[config.mk]
export PLATFORM = sky130hd
export DESIGN_NAME = ch77_monitor_reader
export DESIGN_NICKNAME = d
export VERILOG_FILES = /design/src/rtl/ch77_mon_pkg.sv /design/src/rtl/ch77_monitor_reader_tp_gen.sv /design/src/rtl/ch77_monitor_reader.sv
export SDC_FILE = /design/constraint.sdc
export NUM_CORES = 1
export LEC_CHECK = 0
export CORE_UTILIZATION = 48
export CTS_CLUSTER_DIAMETER = 40
export DETAILED_ROUTE_END_ITERATION = 8
export GPL_ROUTABILITY_DRIVEN = 0
export HOLD_SLACK_MARGIN = 0.1
export PLACE_DENSITY = 0.83
export SYNTH_ARGS = -nofsm -noshare
export SYNTH_HDL_FRONTEND = slang
export SYNTH_SLANG_ARGS = --single-unit
[constraint.sdc]
create_clock -name SIM_CLK -period 2.45 [get_ports SIM_CLK]
set_input_delay 0.245 -clock SIM_CLK [delete_from_list [all_inputs] [get_ports SIM_CLK]]
set_output_delay 0.245 -clock SIM_CLK [all_outputs]
set_load 0.02 [all_outputs]
[src/rtl/ch77_mon_pkg.sv]
// rtl/ch77_mon_pkg.sv - shared constants and helpers for the channel-77 monitor reader
package ch77_mon_pkg;

    typedef logic [3:0] tp_t;

    localparam tp_t TP_SEL       = 4'd1;
    localparam tp_t TP_T05       = 4'd5;
    localparam tp_t TP_RD_FIRST  = 4'd7;
    localparam tp_t TP_RD_LAST   = 4'd8;
    localparam tp_t TP_CLR_FIRST = 4'd9;
    localparam tp_t TP_CLR_LAST  = 4'd10;
    localparam tp_t TP_ADDR_LAST = 4'd11;
    localparam tp_t TP_DESEL     = 4'd12;

    // Alarm bit positions within the captured word (bit 0 = MDT01).
    localparam int PAR_E       = 0;
    localparam int PAR_F       = 1;
    localparam int TC_TRAP     = 2;
    localparam int RUPT_LOCK   = 3;
    localparam int NIGHT_WATCH = 4;
    localparam int VFAIL       = 5;
    localparam int CTR_FAIL    = 6;
    localparam int SCL_FAIL    = 7;
    localparam int SCL_DBL     = 8;

    typedef logic [1:0] mon_state_t;

    localparam mon_state_t ST_IDLE  = 2'd0;
    localparam mon_state_t ST_CYCLE = 2'd1;
    localparam mon_state_t ST_RESP  = 2'd2;

    function automatic logic tp_in(input tp_t tp, input tp_t lo, input tp_t hi);
        return (tp >= lo) && (tp <= hi);
    endfunction

endpackage

[src/rtl/ch77_monitor_reader_tp_gen.sv]
// rtl/ch77_monitor_reader_tp_gen.sv - monitor timepulse sequencer (tp 1..12, TP_CYCLES clocks each)
module mon_tp_gen
    import ch77_mon_pkg::*;
#(
    parameter int TP_CYCLES = 4
) (
    input  logic SIM_CLK,
    input  logic SIM_RST,
    input  logic start,
    output tp_t  tp,
    output tp_t  tp_next,
    output logic tp_end,
    output logic done
);

    localparam int SW = $clog2(TP_CYCLES);
    localparam logic [SW-1:0] SUB_LAST = SW'(TP_CYCLES - 1);

    logic [SW-1:0] sub;

    // tp == 0 means no cycle in progress.
    assign tp_end = (tp != 4'd0) && (sub == SUB_LAST);
    assign done   = tp_end && (tp == TP_DESEL);

    always_comb begin
        tp_next = tp;
        if (start) begin
            tp_next = TP_SEL;
        end else if (tp_end) begin
            tp_next = done ? 4'd0 : tp + 4'd1;
        end
    end

    always_ff @(posedge SIM_CLK) begin
        if (SIM_RST) begin
            tp  <= 4'd0;
            sub <= '0;
        end else begin
            tp <= tp_next;
            if (start || tp_end) begin
                sub <= '0;
            end else if (tp != 4'd0) begin
                sub <= sub + 1'b1;
            end
        end
    end

endmodule

[src/rtl/ch77_monitor_reader.sv]
// rtl/ch77_monitor_reader.sv - monitor-bus initiator reading (and optionally clearing) channel 77
module ch77_monitor_reader
    import ch77_mon_pkg::*;
#(
    parameter int         TP_CYCLES     = 4,
    parameter logic [5:0] ADDR          = 6'o77,
    parameter int         POLL_INTERVAL = 0
) (
    input  logic       SIM_CLK,
    input  logic       SIM_RST,
    input  logic       req_valid,
    input  logic       req_clear,
    output logic       req_ready,
    output logic       rsp_valid,
    input  logic       rsp_ready,
    output logic [8:0] rsp_word,
    output logic       rsp_cleared,
    output logic       rsp_auto,
    output logic       MWL01,
    output logic       MWL02,
    output logic       MWL03,
    output logic       MWL04,
    output logic       MWL05,
    output logic       MWL06,
    output logic       MT01,
    output logic       MT05,
    output logic       MT12,
    output logic       MWSG,
    output logic       MRCH,
    output logic       MWCH,
    input  logic       MDT01,
    input  logic       MDT02,
    input  logic       MDT03,
    input  logic       MDT04,
    input  logic       MDT05,
    input  logic       MDT06,
    input  logic       MDT07,
    input  logic       MDT08,
    input  logic       MDT09
);

    localparam logic [31:0] POLL_LAST = (POLL_INTERVAL > 0) ? 32'(POLL_INTERVAL - 1) : 32'd0;

    mon_state_t  state;
    tp_t         tp;
    tp_t         tp_next;
    logic        tp_end;
    logic        done;
    logic        start;
    logic        poll_expire;
    logic [31:0] poll_cnt;
    logic        clr_q;
    logic        auto_q;
    logic [8:0]  cap_q;
    logic [8:0]  mdt;
    logic [5:0]  mwl_q;

    assign mdt = {MDT09, MDT08, MDT07, MDT06, MDT05, MDT04, MDT03, MDT02, MDT01};

    assign req_ready   = (state == ST_IDLE);
    assign rsp_valid   = (state == ST_RESP);
    assign poll_expire = (POLL_INTERVAL > 0) && (state == ST_IDLE) && (poll_cnt == POLL_LAST);
    // A host request arriving on the expiry clock takes the slot as a non-auto cycle.
    assign start       = (state == ST_IDLE) && (req_valid || poll_expire);

    assign {MWL06, MWL05, MWL04, MWL03, MWL02, MWL01} = mwl_q;

    mon_tp_gen #(
        .TP_CYCLES(TP_CYCLES)
    ) u_tp_gen (
        .SIM_CLK (SIM_CLK),
        .SIM_RST (SIM_RST),
        .start   (start),
        .tp      (tp),
        .tp_next (tp_next),
        .tp_end  (tp_end),
        .done    (done)
    );

    // Strobes are decoded from the next timepulse so they leave registers aligned to tp boundaries.
    always_ff @(posedge SIM_CLK) begin
        if (SIM_RST) begin
            mwl_q <= 6'd0;
            MT01  <= 1'b0;
            MT05  <= 1'b0;
            MT12  <= 1'b0;
            MWSG  <= 1'b0;
            MRCH  <= 1'b0;
            MWCH  <= 1'b0;
        end else begin
            mwl_q <= tp_in(tp_next, TP_SEL, TP_ADDR_LAST) ? ADDR : 6'd0;
            MT01  <= (tp_next == TP_SEL);
            MWSG  <= (tp_next == TP_SEL);
            MT05  <= (tp_next == TP_T05);
            MT12  <= (tp_next == TP_DESEL);
            MRCH  <= tp_in(tp_next, TP_RD_FIRST, TP_RD_LAST);
            MWCH  <= clr_q && tp_in(tp_next, TP_CLR_FIRST, TP_CLR_LAST);
        end
    end

    always_ff @(posedge SIM_CLK) begin
        if (SIM_RST) begin
            state       <= ST_IDLE;
            clr_q       <= 1'b0;
            auto_q      <= 1'b0;
            cap_q       <= 9'd0;
            rsp_word    <= 9'd0;
            rsp_cleared <= 1'b0;
            rsp_auto    <= 1'b0;
        end else begin
            case (state)
                ST_IDLE: begin
                    if (start) begin
                        state  <= ST_CYCLE;
                        clr_q  <= req_valid && req_clear;
                        auto_q <= !req_valid;
                    end
                end
                ST_CYCLE: begin
                    if ((tp == TP_RD_LAST) && tp_end) begin
                        cap_q <= mdt;
                    end
                    if (done) begin
                        state       <= ST_RESP;
                        rsp_word    <= cap_q;
                        rsp_cleared <= clr_q;
                        rsp_auto    <= auto_q;
                    end
                end
                ST_RESP: begin
                    if (rsp_ready) begin
                        state <= ST_IDLE;
                    end
                end
                default: state <= ST_IDLE;
            endcase
        end
    end

    // The poll timer only advances while idle and restarts whenever any cycle begins.
    always_ff @(posedge SIM_CLK) begin
        if (SIM_RST) begin
            poll_cnt <= 32'd0;
        end else if ((POLL_INTERVAL > 0) && (state == ST_IDLE)) begin
            poll_cnt <= start ? 32'd0 : poll_cnt + 32'd1;
        end
    end

endmodule

# == Word level (Yosys, flattened, before mapping) ==
# Index checks and enable logic that the tools add are counted.
# totals
regBits,41
out_inout_bits,25
elab_cells,60
# op_classes
add_sub_neg,2
magnitude_cmp,6
eq_ne,11
muxes,8
n_reduce_logical,18
# op_table
operator,n
$eq A4 B4 Y1 const B,3
$le A4 B4 Y1 const B,3
$mux W4,3
$logic_and A1 B1 Y1,9
$mux W2,3
$mux W6,1
$ne A2 B1 Y1 const B,3
$pmux W2 S3,1
$reduce_and A2 Y1,3
$add A4 B1 Y4 const B,1
$eq A2 B2 Y1 const B,2
$eq A4 B1 Y1 const B,1
$eq A4 B3 Y1 const B,1
$ge A4 B1 Y1 const B,1
$ge A4 B3 Y1 const B,1
$ge A4 B4 Y1 const B,1
$reduce_bool A4 Y1,1
$reduce_and A3 Y1,1
$add A2 B1 Y2 const B,1
$eq A2 B1 Y1 const B,1
$logic_not A2 Y1,1
$reduce_or A2 Y1,1
$logic_not A1 Y1,1
$logic_or A1 B1 Y1,1

# == Depth between registers and ports, before layout ==
# logic_depth
ltp_word,9
depth_mapped,8
ltp_nobuf,8

# == Hierarchy ==
# Synthesis repeated with hierarchy kept, for this count alone.
# unflattened
hier_cells,167
area_unflattened_um2,1611.5
# by_module_without_submodules
mod,n_inst,cells_each,area_each_um2
ch77_monitor_reader,1,119,1216.2
mon_tp_gen,1,48,395.4

# == Worst setup path before layout ==
# No wires, ideal clock.
# synth_timing
path_kind,reg2reg
startpoint,register u_tp_gen.tp[0]
endpoint,register MWSG
arrival_ns,1.657
required_time_ns,2.334
setup_slack_ns,0.678
stages_incl_launch_ff,8
cell_sequence,dfxtp_1 > inv_1 > ha_1 > nor3b_2 > or2b_4 > a211oi_2 > nor2_1 > and3b_1
# synth_via
elab_chain_len,7
# synth_lines
item,line,source
start: declaration,ch77_monitor_reader_tp_gen.sv:10,"output tp_t tp,"
start signal: assignment,ch77_monitor_reader_tp_gen.sv:39,tp <= tp_next;
"parallel branches: the longest is 4 deep, another holds $add A4 B1 Y4",n/a,
$mux W4 *,ch77_monitor_reader_tp_gen.sv:29,end else if (tp_end) begin
$mux W4 *,ch77_monitor_reader_tp_gen.sv:27,if (start) begin
$eq A4 B1 Y1 *,ch77_monitor_reader.sv:93,MWSG <= (tp_next == TP_SEL);
end signal: assignment,ch77_monitor_reader.sv:93,
end: declaration,ch77_monitor_reader.sv:28,"output logic MWSG,"
# Mark *: on every way between the ends.
# A chain may end at the register's enable or synchronous reset.

# == Worst setup path in the final report ==
# layout_timing
startpoint,register u_tp_gen.tp[0]
endpoint,register MRCH
# layout_via
elab_chain_len,8
# layout_lines
item,line,source
"parallel branches: the longest is 4 deep, another holds $add A4 B1 Y4",n/a,
$mux W4 *,ch77_monitor_reader_tp_gen.sv:29,
$mux W4 *,ch77_monitor_reader_tp_gen.sv:27,
$ge A4 B3 Y1 / $le A4 B4 Y1 (equally long branches),ch77_mon_pkg.sv:33,return (tp >= lo) && (tp <= hi);
$logic_and A1 B1 Y1 *,ch77_mon_pkg.sv:33,
end signal: assignment,ch77_monitor_reader.sv:96,"MRCH <= tp_in(tp_next, TP_RD_FIRST, TP_RD_LAST);"
end: declaration,ch77_monitor_reader.sv:29,"output logic MRCH,"
# Marks and branches as above.

==> summary.txt <==
status - complete, no violations
drt pass-1 iters - 4
Cell Area, Synth - 1553 um2
vias in the first global route - 1,206
final setup TNS - 0 ps
R2R setup slack - 370 ps
fin nets - 211
Critical Path AT - 2300 ps
ant diodes - 0
Max stage delay on crit path - 460 ps
CTS buffer count - 5
IO Count - 39
Synth Instances - 159
switching power - 266.6 uW
Clock Path Buffers - 2
Worst Path Max Fanout - 5
WS Path Type - reg -> reg
Int Pwr - 858.4 uW
Critical Path Start - u_tp_gen.tp[0]
total power - 1125 uW
CP bufs+invs - 1
Critical Path Stages - 7
GRT Overall Usage - 21.25%
Hold-fix buffers, CTS - 0
Worst VDD drop - 0.4121 mV
Core ar. - 3053 um2
CP max stage cell - dfxtp_1
Worst-Skew Late Latency - 340 ps
Critical Path Sink - MRCH
std cell rows - 20
Worst slew margin - 73.00%
Die Y-Extent - 58.88 um
DP Wirelength - 2344 um
sequential-to-total area share from yosys stat - 46.41%
DRT Wirelength - 3169 um
synth-to-layout area growth - 29.57%
DRC - 0
initial core utilization - 50.86%
CP Launch Type - register
Req. time, crit path - 2670 ps
R2R depth - 7
initial antenna violation count - 0
leakage - 0.0007241 uW
max-cap viol count - 0
Yosys top cell area share - 46.41%
Layout Skew - 7.690 ps
crit-path cells - inv_1 -> ha_1 -> nor3b_2 -> or2b_4 -> a211oi_2 -> nand4b_1 -> o41ai_2
Final Instance Count excl. Fillers - 239
first-pass GRT wire length - 5478 um
DR WL/cell - 13.26 um
RSZ-0062 raised after global routing - false
vias per cell - 5.084
clock sinks - 36
CTS tree - done
syn nets - 176
Fin. Hold Viols - 0
cell family with most CP delay - simple AND/OR/NAND/NOR gates
Comb pwr share - 9.4%
largest net degree at the start of global routing - 30
postcts setup bufs - 0
Seq cells post-synth - 36
final-report setup violation count - 0
layout cells sized above 1 - 12.31%
Post-DRT Antenna Nets - 0
cell taking the most area after synthesis - dfxtp_1
grt ovf - 0
Die W - 58.88 um
IO buf count - 38
clock period minus worst slack - 2078 ps
Synth async-reset ratio - 0%
post-cts sizing count - 0
final period utilization - 84.80%
power share of the sequential group - 53.4%
Hold Path Class - in -> reg
CP Capture Type - register
Worst Tran Pin Value - 403.0 ps
final slew viol count - 0
Pwr Density - 559.2 nW/um2
clk root buf - clkbuf_4
fill cell count - 262
reg-to-reg critical path startpoint - u_tp_gen.tp[0]
synth unique cells - 38
most common flop cell mapped by yosys - dfxtp_1
Mean Syn Cell Area - 9.766 um2
switching share of power - 23.70%
DR vias - 1,215
DR iter-0 viols - 33
number of flops mapped to enable cells by yosys - 0
clock transition at the registers of the reported paths - 120 ps
Max Clock Freq - 0.4813 GHz
placed cell count - 231
Synth Warn # - 0
H-Tree Depth - 2
reg-to-reg endpoint - MRCH
Clk pwr share - 37.2%
most area-consuming cells after synthesis - dfxtp_1 (46%), mux2i_1 (14%), nor2_1 (6.5%), buf_4 (3.4%), ha_1 (2.4%)
die area - 3466 um2
==> cells in the final DEF, fill, tap and decap left out, drive strengths merged, types with 2 or more instances in the layout <==
master         netlist  final
nor2                27     27
and2                 2      2
xnor2                2      2
inv                  5      5
ha                   3      3
a21oi                5      5
nand2b               2      2
nand4                2      2
clkdlybuf4s50        0     38
nor2b                3      3
dfxtp               36     36
nor3b                3      3
clkinv               1      2
mux2i               22     22
clkbuf               4      5
nand2                8      8
nand3                2      2
buf                  9      3
a211oi               2      2
nor3                 9      9
==> state kept, by name (all words and copies together) (netlist names), 2 cells and up <==
| name | flops |
|---|---|
| state | 2 |
| rsp_word | 9 |
| cap_q | 9 |
| u_tp_gen.sub | 2 |
| u_tp_gen.tp | 4 |
==> Yosys cell counts, types with 2 or more instances <==
| master | count |
|---|---|
| a211oi_2 | 2 |
| a21oi_1 | 5 |
| buf_4 | 7 |
| clkbuf_1 | 4 |
| dfxtp_1 | 36 |
| ha_1 | 3 |
| inv_1 | 5 |
| mux2i_1 | 21 |
| nand2_1 | 8 |
| nand2b_1 | 2 |
| nand3_1 | 2 |
| nand4_1 | 2 |
| nor2_1 | 27 |
| nor2b_1 | 3 |
| nor3_1 | 7 |
| nor3_2 | 2 |
| nor3b_1 | 2 |
==> metal layers <==
| metal | vias up | wire (um) | GRT usage [%] |
|---|---|---|---|
| li1 | 600 | - | - |
| met1 | 571 | 1321 | 23.51 |
| met2 | 39 | 1611 | 37.99 |
| met3 | 5 | 211 | 8.352 |
| met4 | 0 | 25 | 5.102 |
| met5 | - | 0 | 0 |
==> metrics by stage <==
stage                     instance area [um2]  hold WS, ps  utilization [%]  setup WS [ps]
after floorplan                          1553        325.2                -          677.7
after global placement                   1932        466.5            63.28          499.8
after detailed placement                 1932        471.7            63.28          420.5
after CTS                                2012        435.6            65.90          391.2
after global routing                     2012        484.9            65.90          274.7
final                                    2012        450.6            65.90          372.4
==> layout make-up <==
class,instances,area [um2],area share (%)
well taps,44,55.05,2.736
inverters,6,23.77,1.182
clock inverters,3,42.54,2.114
repair buffers,41,402.9,20.02
multi-input cells,104,729.5,36.26
flip-flops and latches,36,720.7,35.82
clock buffers,5,37.54,1.866
==> worst min-delay path, cell delays in order <==
cell,delay (ps)
clkdlybuf4s50_1,390
nand2_1,60
a21oi_1,50
==> how the worst min path moves through the flow <==
stage,cells past startpoint,slack (ps),start,end
after floorplan,1,330,SIM_RST,u_tp_gen.tp[0]
after global placement,1,470,auto_q,auto_q
after detailed placement,1,470,auto_q,auto_q
after CTS,3,440,req_clear,clr_q
after global routing,3,480,req_clear,clr_q
final,3,450,req_clear,clr_q
==> kinds of logic after synthesis <==
family	Yosys count	share of synthesized area, %
XOR/XNOR	2	1.612
AO/OA/AOI/OAI	12	6.124
multiplexers	22	14.42
buffers and inverters	19	6.929
adder cells (fa/ha/maj)	3	2.418
flip-flops	36	46.41
AND/OR/NAND/NOR	65	22.08
==> power by group through the flow <==
stage | logic, uW | clock network [uW] | registers, uW
floorplan | 60.6 | 0 | 615
global placement | 103 | 0 | 613
detailed placement | 106 | 0 | 614
CTS | 106 | 426 | 600
global route | 114 | 451 | 602
finish | 106 | 419 | 600
No activity file was read; power rests on OpenSTA's default activity.
